===== src/rtl/fetch_queue_stage_if.sv =====
// Fetch queue stage handshake bundle: imem req/rsp, EX redirect, ID valid/ready.
// master = fetch stage side, slave = memory / EX / ID environment side.
interface fetch_queue_stage_if #(
  parameter int XLEN  = 32,
  parameter int DEPTH = 4
);
  localparam int OW = $clog2(DEPTH + 1);

  logic            imem_req_valid;
  logic            imem_req_ready;
  logic [XLEN-1:0] imem_req_addr;
  logic            imem_rsp_valid;
  logic [31:0]     imem_rsp_data;
  logic            redirect_valid;
  logic [XLEN-1:0] redirect_pc;
  logic            id_valid;
  logic            id_ready;
  logic [31:0]     id_instr;
  logic [XLEN-1:0] id_pc;
  logic [XLEN-1:0] id_pc_plus4;
  logic [OW-1:0]   occupancy;

  modport master (
    output imem_req_valid, imem_req_addr,
    input  imem_req_ready,
    input  imem_rsp_valid, imem_rsp_data,
    input  redirect_valid, redirect_pc,
    output id_valid, id_instr, id_pc,
    output id_pc_plus4, occupancy,
    input  id_ready
  );

  modport slave (
    input  imem_req_valid, imem_req_addr,
    output imem_req_ready,
    output imem_rsp_valid, imem_rsp_data,
    output redirect_valid, redirect_pc,
    input  id_valid, id_instr, id_pc,
    input  id_pc_plus4, occupancy,
    output id_ready
  );
endinterface


===== src/rtl/fetch_queue_stage.sv =====
// Prefetching fetch stage: credit-limited imem requests, DEPTH-entry queue to ID.
// Ports: clk, reset (async active-low), io (fetch_queue_stage_if.master).
module fetch_queue_stage #(
  parameter int              XLEN     = 32,
  parameter int              DEPTH    = 4,
  parameter logic [XLEN-1:0] RESET_PC = '0
) (
  input logic clk,
  input logic reset,
  fetch_queue_stage_if.master io
);
  localparam int OW = $clog2(DEPTH + 1);
  localparam int PW = $clog2(DEPTH);
  localparam int CW = OW + 1;

  typedef struct packed {
    logic [XLEN-1:0] pc;
    logic [31:0]     instr;
  } entry_t;

  entry_t          mem [DEPTH];
  entry_t          hd;
  logic [PW-1:0]   head, tail;
  logic [OW-1:0]   occ, inflight, drop_cnt;
  logic [XLEN-1:0] fetch_pc, rsp_pc;
  logic [CW-1:0]   used;
  logic            redir, credit, issue;
  logic            rsp_ok, drop, push, pop;

  // Words still owed by memory that will be kept count against the queue.
  assign used   = CW'(occ) + CW'(inflight)
                - CW'(drop_cnt);
  assign credit = used < CW'(DEPTH);
  assign redir  = io.redirect_valid;

  assign io.imem_req_valid = reset && !redir
                           && credit;
  assign io.imem_req_addr  = fetch_pc;

  assign issue  = io.imem_req_valid
               && io.imem_req_ready;
  // A response with nothing outstanding is ignored.
  assign rsp_ok = io.imem_rsp_valid
               && (inflight != '0);
  assign drop   = rsp_ok && (drop_cnt != '0);
  assign push   = rsp_ok && !drop && !redir;
  assign pop    = io.id_valid && io.id_ready
               && !redir;

  always_ff @(posedge clk or negedge reset) begin
    if (!reset) begin
      fetch_pc <= RESET_PC;
      rsp_pc   <= RESET_PC;
      head     <= '0;
      tail     <= '0;
      occ      <= '0;
      inflight <= '0;
      drop_cnt <= '0;
    end else begin
      inflight <= inflight + OW'(issue)
                - OW'(rsp_ok);
      if (redir) begin
        // Everything still in flight is stale.
        drop_cnt <= inflight - OW'(rsp_ok);
        fetch_pc <= io.redirect_pc;
        rsp_pc   <= io.redirect_pc;
        head     <= '0;
        tail     <= '0;
        occ      <= '0;
      end else begin
        if (issue)
          fetch_pc <= fetch_pc + XLEN'(4);
        if (drop)
          drop_cnt <= drop_cnt - OW'(1);
        if (push) begin
          tail   <= tail + PW'(1);
          rsp_pc <= rsp_pc + XLEN'(4);
        end
        if (pop)
          head <= head + PW'(1);
        occ <= occ + OW'(push) - OW'(pop);
      end
    end
  end

  always_ff @(posedge clk) begin
    if (push)
      mem[tail] <= '{pc: rsp_pc,
                     instr: io.imem_rsp_data};
  end

  assign hd = mem[head];

  // Outputs read zero whenever the queue is empty.
  assign io.id_valid    = occ != '0;
  assign io.occupancy   = occ;
  assign io.id_pc       = io.id_valid ? hd.pc : '0;
  assign io.id_instr    = io.id_valid ? hd.instr : '0;
  assign io.id_pc_plus4 = io.id_valid
                        ? hd.pc + XLEN'(4) : '0;
endmodule


===== src/flat_wrapper.sv =====
// flat-port wrapper written by rule: the top's interface ports become plain ports
module fetch_queue_stage_flat 
#(
  parameter int              XLEN     = 32,
  parameter int              DEPTH    = 4,
  parameter logic [XLEN-1:0] RESET_PC = '0
)
  (clk, reset, io_imem_req_valid, io_imem_req_addr, io_imem_req_ready, io_imem_rsp_valid, io_imem_rsp_data, io_redirect_valid, io_redirect_pc, io_id_valid, io_id_instr, io_id_pc, io_id_pc_plus4, io_occupancy, io_id_ready);
  fetch_queue_stage_if #(.XLEN(XLEN), .DEPTH(DEPTH)) io_i ();
  input logic clk;
  input logic reset;
  output wire logic [$bits(io_i.imem_req_valid)-1:0] io_imem_req_valid;
  output wire logic [$bits(io_i.imem_req_addr)-1:0] io_imem_req_addr;
  input wire logic [$bits(io_i.imem_req_ready)-1:0] io_imem_req_ready;
  input wire logic [$bits(io_i.imem_rsp_valid)-1:0] io_imem_rsp_valid;
  input wire logic [$bits(io_i.imem_rsp_data)-1:0] io_imem_rsp_data;
  input wire logic [$bits(io_i.redirect_valid)-1:0] io_redirect_valid;
  input wire logic [$bits(io_i.redirect_pc)-1:0] io_redirect_pc;
  output wire logic [$bits(io_i.id_valid)-1:0] io_id_valid;
  output wire logic [$bits(io_i.id_instr)-1:0] io_id_instr;
  output wire logic [$bits(io_i.id_pc)-1:0] io_id_pc;
  output wire logic [$bits(io_i.id_pc_plus4)-1:0] io_id_pc_plus4;
  output wire logic [$bits(io_i.occupancy)-1:0] io_occupancy;
  input wire logic [$bits(io_i.id_ready)-1:0] io_id_ready;
  assign io_imem_req_valid = io_i.imem_req_valid;
  assign io_imem_req_addr = io_i.imem_req_addr;
  assign io_i.imem_req_ready = io_imem_req_ready;
  assign io_i.imem_rsp_valid = io_imem_rsp_valid;
  assign io_i.imem_rsp_data = io_imem_rsp_data;
  assign io_i.redirect_valid = io_redirect_valid;
  assign io_i.redirect_pc = io_redirect_pc;
  assign io_id_valid = io_i.id_valid;
  assign io_id_instr = io_i.id_instr;
  assign io_id_pc = io_i.id_pc;
  assign io_id_pc_plus4 = io_i.id_pc_plus4;
  assign io_occupancy = io_i.occupancy;
  assign io_i.id_ready = io_id_ready;
  fetch_queue_stage #(.XLEN(XLEN), .DEPTH(DEPTH), .RESET_PC(RESET_PC)) u_core (.clk(clk), .reset(reset), .io(io_i));
endmodule

===== config.mk =====
export PLATFORM = sky130hd
export DESIGN_NAME = fetch_queue_stage_flat
export DESIGN_NICKNAME = d
export VERILOG_FILES = /design/src/rtl/fetch_queue_stage_if.sv /design/src/rtl/fetch_queue_stage.sv /design/src/flat_wrapper.sv
export SDC_FILE = /design/constraint.sdc
export NUM_CORES = 1
export LEC_CHECK = 0
export CORE_MARGIN = 8
export CORE_UTILIZATION = 27
export CTS_BUF_LIST = sky130_fd_sc_hd__clkbuf_8
export CTS_CLUSTER_SIZE = 40
export DETAILED_ROUTE_END_ITERATION = 10
export GPL_ROUTABILITY_DRIVEN = 0
export PLACE_DENSITY = 0.54
export SETUP_SLACK_MARGIN = 0.02
export SYNTH_ARGS = -nofsm -noshare
export SYNTH_HDL_FRONTEND = slang
export SYNTH_SLANG_ARGS = --single-unit

===== constraint.sdc =====
create_clock -name clk -period 4.8 [get_ports clk]
set_input_delay 0.72 -clock clk [delete_from_list [all_inputs] [get_ports clk]]
set_output_delay 0.72 -clock clk [all_outputs]
set_load 0.03 [all_outputs]

After elaboration in Yosys (flattened, before gate mapping)
Memories as Yosys holds them, arrays and structs flattened.
Index checks and enable logic that the tools add are counted.
Widths: inputs -> output; s select.
{"block": "op_classes", "reduce_logical": 18, "n_mux": 16, "n_lt_le_gt_ge": 1, "n_addsub": 13}
{"op": "$mux 32", "count": 7}
{"op": "$add 32x3->32 const B", "count": 3}
{"op": "$logic_and 1x1->1", "count": 9}
{"op": "$mux 3", "count": 3}
{"op": "$reduce_bool 3->1", "count": 3}
{"op": "$sub 3x1->3", "count": 3}
{"op": "$mux 2", "count": 4}
{"op": "$reduce_bool 2->1", "count": 4}
{"op": "$add 3x1->3", "count": 2}
{"op": "$add 2x1->2 const B", "count": 2}
{"op": "$add 3x3->4", "count": 1}
{"op": "$lt 4x3->1 const B", "count": 1}
{"op": "$sub 4x3->4", "count": 1}
{"op": "$sub 3x1->3 const B", "count": 1}
{"op": "$logic_not 1->1", "count": 2}
{"op": "$mux 1", "count": 2}
{"block": "word_totals", "input_bits": 70, "n_memories": 1, "wordCells": 56, "ram_bits": 256, "register_bits": 77, "output_inout_bits": 133}
{"memory": "u_core.mem", "depth": 4, "word_bits": 64, "rd": 1, "rd_ports_with_merged_regs": 0, "write_ports": 1, "line": "fetch_queue_stage.sv:21", "text": "entry_t mem [DEPTH];"}

Depth between registers and ports, before layout
{"block": "depth", "ltp_word": 9, "depth_mapped": 14, "mapped_depth_nobuf": 13}

Worst setup path before layout
OpenSTA, ideal clock, no wires.
{"block": "synth_path", "kind": "register to register", "start": "register u_core.occ[1], in the netlist u_core.io.occupancy[1]", "end": "register u_core.inflight[2]", "arrival_time_ns": 3.563, "slack_ns": 1.157, "synth_period_minus_slack_ns": 3.643, "t_required_ns": 4.720, "setup_ns": 0.080, "path_buffers": 1, "path_stages_with_launch": 15, "cell_sequence": "dfrtp_1 inv_1 fa_1 inv_1 ha_1 and3b_1 nor4_2 o211ai_1 inv_1 clkbuf_1 ha_1 inv_1 fa_1 xnor2_1 xnor2_1"}
{"block": "synth_via", "elab_chain_cells": 7}
{"item": "from (decl)", "line": "fetch_queue_stage.sv:24", "text": "logic [OW-1:0] occ, inflight, drop_cnt;"}
{"item": "from (signal assigned)", "line": "fetch_queue_stage.sv:81", "text": "occ <= occ + OW'(push) - OW'(pop);"}
{"item": "$add 3x3->4", "line": "fetch_queue_stage.sv:31", "text": "assign used = CW'(occ) + CW'(inflight)"}
{"item": "$sub 4x3->4", "line": "fetch_queue_stage.sv:32", "text": "- CW'(drop_cnt);"}
{"item": "$lt 4x3->1", "line": "fetch_queue_stage.sv:33", "text": "assign credit = used < CW'(DEPTH);"}
{"item": "$logic_and 1x1->1", "line": "fetch_queue_stage.sv:37", "text": "&& credit;"}
{"item": "$logic_and 1x1->1", "line": "fetch_queue_stage.sv:41", "text": "&& io.imem_req_ready;"}
{"item": "$add 3x1->3", "line": "fetch_queue_stage.sv:60", "text": "inflight <= inflight + OW'(issue)"}
{"item": "$sub 3x1->3", "line": "fetch_queue_stage.sv:61", "text": "- OW'(rsp_ok);"}
{"item": "to (signal assigned)", "line": "fetch_queue_stage.sv:60"}
{"item": "to (decl)", "line": "fetch_queue_stage.sv:24"}
No other way between the ends.
A chain may end at the register's enable or synchronous reset.

Final worst setup path
{"block": "layout_path", "start": "register u_core.head[0]", "end": "output port io_id_pc_plus4[26]"}
{"block": "layout_via", "elab_chain_cells": 3}
{"item": "from (decl)", "line": "fetch_queue_stage.sv:23", "text": "logic [PW-1:0] head, tail;"}
{"item": "from (signal assigned)", "line": "fetch_queue_stage.sv:80", "text": "head <= head + PW'(1);"}
{"item": "$mem_v2 4x64"}
{"item": "$add 32x3->32", "line": "fetch_queue_stage.sv:100", "text": "? hd.pc + XLEN'(4) : '0;"}
{"item": "$mux 32", "line": "fetch_queue_stage.sv:100"}
{"item": "to (decl)", "line": "flat_wrapper.sv:22", "text": "output wire logic [$bits(io_i.id_pc_plus4)-1:0] io_id_pc_plus4;"}
No other way between the ends.

==> reports/results.tsv <==
stage	metric	value	unit
timing	tns	0	ns
worst_setup_path	endpoint_kind	primary output	
detailed_routing	drt_iter0_drc	526	
clock_tree	clock-sinks	333	
logic_synthesis	async_reset_ff_frac	0.2312	
floorplan	dieArea	63720	um2
placed_design	place_hpwl	28.72	mm
timing	period_share	0.9388	
timing	max-slew-margin-rel	0.2105	
final_layout	fillers	5372	
global_routing	grt_use_total	0.1293	
final_layout	final_cell_mix	256 x edfxtp_1, 200 x clkdlybuf4s50_1, 75 x dfrtp_1	
logic_synthesis	ys_seq_area_frac	0.6370	
clock_tree	clockRootBuffer	clkbuf_8	
global_routing	grt_pass1_wl	63.38	mm
final_layout	final_nets	1355	
global_routing	antenna_found_initial	0	
logic_synthesis	syn_nets	1123	
placed_design	dp_slack	0.8014	ns
floorplan	io_pins	203	
worst_setup_path	cp.required	4.08	ns
pwr	power.density	524.6	nW/um2
detailed_routing	antenna_left	0	
floorplan	die_h	252.4	um
detailed_routing	avgViaCountPerCell	4.773	
logic_synthesis	synth.distinct_cells	58	
worst_setup_path	worstPathMaxFanout	14	
pwr	vdd_ir_drop_max	0.2297	mV
clock_tree	htreeDepth	2	
clock_tree	clk_latency	0.64	ns
timing	clock.fmax	221.9	MHz
final_layout	drive_gt1_frac	0.1490	
worst_hold_path	hp-class	reg2reg	
detailed_routing	drt_wl_total	42.21	mm
timing	worst_pin_slew	1.183	ns
timing	skew	0.02566	ns
worst_setup_path	critical_path_class	reg2out	
pwr	power.static_leakage	6.467	nW
detailed_routing	drc	0	
timing	drv_slew	0	
detailed_routing	wl_per_cell	20.52	um
logic_synthesis	syn_area	15090	um2
logic_synthesis	synth_edf_count	256	
placed_design	port_buffers	202	
detailed_routing	drtPass1Iterations	5	
clock_tree	clockBufferDepth	3	
final_layout	final_common_cell	edfxtp_1	
detailed_routing	vias	9819	
worst_setup_path	arrival	3.79	ns
clock_tree	cts_tree	built	
floorplan	die_w	252.4	um
floorplan	num_rows	86	
logic_synthesis	ys_ff_latch	333	
final_layout	syn2layout_area_growth	27.27	%
timing	hold_viol	0	
global_routing	gr-total-overflow	0	
global_routing	grt_start_max_net_pins	65	
job	drv_cap	0	
floorplan	placeableCoreArea	55200	um2
timing	setup_viol	0	
logic_synthesis	yosysWarnings	0	
floorplan	start_util	0.2734	
worst_setup_path	startpoint_type	flip-flop	
timing	fin_crit	4.506	ns
logic_synthesis	syn_inst	1031	
clock_tree	cts_inserted_buffers	56	
worst_setup_path	r2r_setup_slack	0.92	ns
outcome	status	completed	
timing	final.setup.worst_slack	0.2939	ns
logic_synthesis	syn_avg_cell_area	14.64	um2
timing	grt_setup_unrepaired	false	
clock_tree	cts.clk_slew.worst_paths	0.06	ns
global_routing	grt_pass1_vias	10216	
logic_synthesis	ys.flop_type	edfxtp_1	
final_layout	diodes	0	
## report_power, final
group          internal [W]  switching, W
combinational       0.00160       0.00231
clock               0.00146       0.00119
sequential          0.00330      0.000214
total               0.00636       0.00372
## sequential cells by signal (all words and copies together), names as in the netlist
register and count:
u_core.io.imem_req_addr 32, u_core.head 2, u_core.mem 256, u_core.rsp_pc 32, u_core.drop_cnt 3, u_core.io.occupancy 3, u_core.inflight 3, u_core.tail 2
## metrics by stage
step	util	hold slack [ns]	cell area (um2)	instances	total power, W
floorplan	-	0.4244	15090	1031	0.005961
global placement	0.3262	0.4977	18010	1951	0.007517
detailed placement	0.3262	0.5119	18010	1951	0.007540
CTS	0.3477	0.4747	19190	2056	0.01025
global route	0.3480	0.5107	19210	2057	0.01061
finish	0.3480	0.5096	19210	2057	0.01008
## critical path, stage by stage (launching register included)
cell and delay (ns):
dfrtp_4 0.61, mux4_2 0.46, ha_1 0.25, nand3_4 0.17
nor3_2 0.42, nand4_1 0.21, mux2_1 0.43, clkdlybuf4s50_1 0.63
## cell usage after synthesis, drive strengths merged (10+ instances only)
library cell,number,area share
edfxtp,256,0.51
dfrtp,77,0.13
and2,75,0.031
nor2,71,0.018
mux4,64,0.097
clkbuf,38,0.011
nand2,38,0.0095
inv,35,0.0087
nand3,35,0.014
o21ai,28,0.0093
nand4,25,0.011
a31oi,24,0.0099
xnor2,23,0.013
nor3,22,0.0076
a21oi,20,0.0066
and3,20,0.0083
mux2,19,0.014
ha,18,0.015
nor4,18,0.011
xor2,18,0.010
or3,17,0.0070
a211oi,13,0.0065
buf,13,0.0057
and4,10,0.0059
## area by class of cell
type	instances	area [um2]	area share
Clock buffer	62	853.3	0.04442
Clock inverter	42	322.8	0.01680
Inverter	35	131.4	0.006839
Multi-Input combinational cell	611	5090	0.2650
Sequential cell	333	9622	0.5009
Tap cell	748	935.9	0.04872
Timing Repair Buffer	226	2255	0.1174
## repair_timing
action,4_1_cts,5_1_grt
endpoints found under the hold margin,21,0
endpoints found under the setup margin,0,6
hold buffers,1,0
gates resized for setup,0,1
setup buffers,0,1
## worst paths after layout
path | depth (start not counted) | start | end
setup / recovery | 7 | u_core.head[0]$_DFFE_PN0P_ | io_id_pc_plus4[26]
hold / removal | 0 | u_core.rsp_pc[0]$_DFFE_PN0P_ | u_core.mem[2][32]$_DFFE_PP_
setup reg to reg | 13 | u_core.io.occupancy[1]$_DFF_PN0_ | u_core.inflight[2]$_DFF_PN0_
hold reg to reg | 0 | u_core.rsp_pc[0]$_DFFE_PN0P_ | u_core.mem[2][32]$_DFFE_PP_
max in group asynchronous | 3 | reset | u_core.head[0]$_DFFE_PN0P_
min in group asynchronous | 2 | reset | u_core.io.imem_req_addr[11]$_DFFE_PN0P_
## routing by layer
metal,GRT usage,up-vias,routed length [um]
li1,-,4442,-
met1,0.1671,4976,18060
met2,0.2083,331,19830
met3,0.03454,70,3238
met4,0.04414,0,1085
met5,0,-,0
## cell families after synthesis
family,synth area share
buffers and inverters,0.02644
and+or+nand+nor,0.1338
AOI/OAI and AO/OA,0.04717
DFF,0.6370
muxes,0.1116
xor gates and xnor gates,0.02379
adders and majority gates,0.02023
No activity file was read; power rests on OpenSTA's default activity.
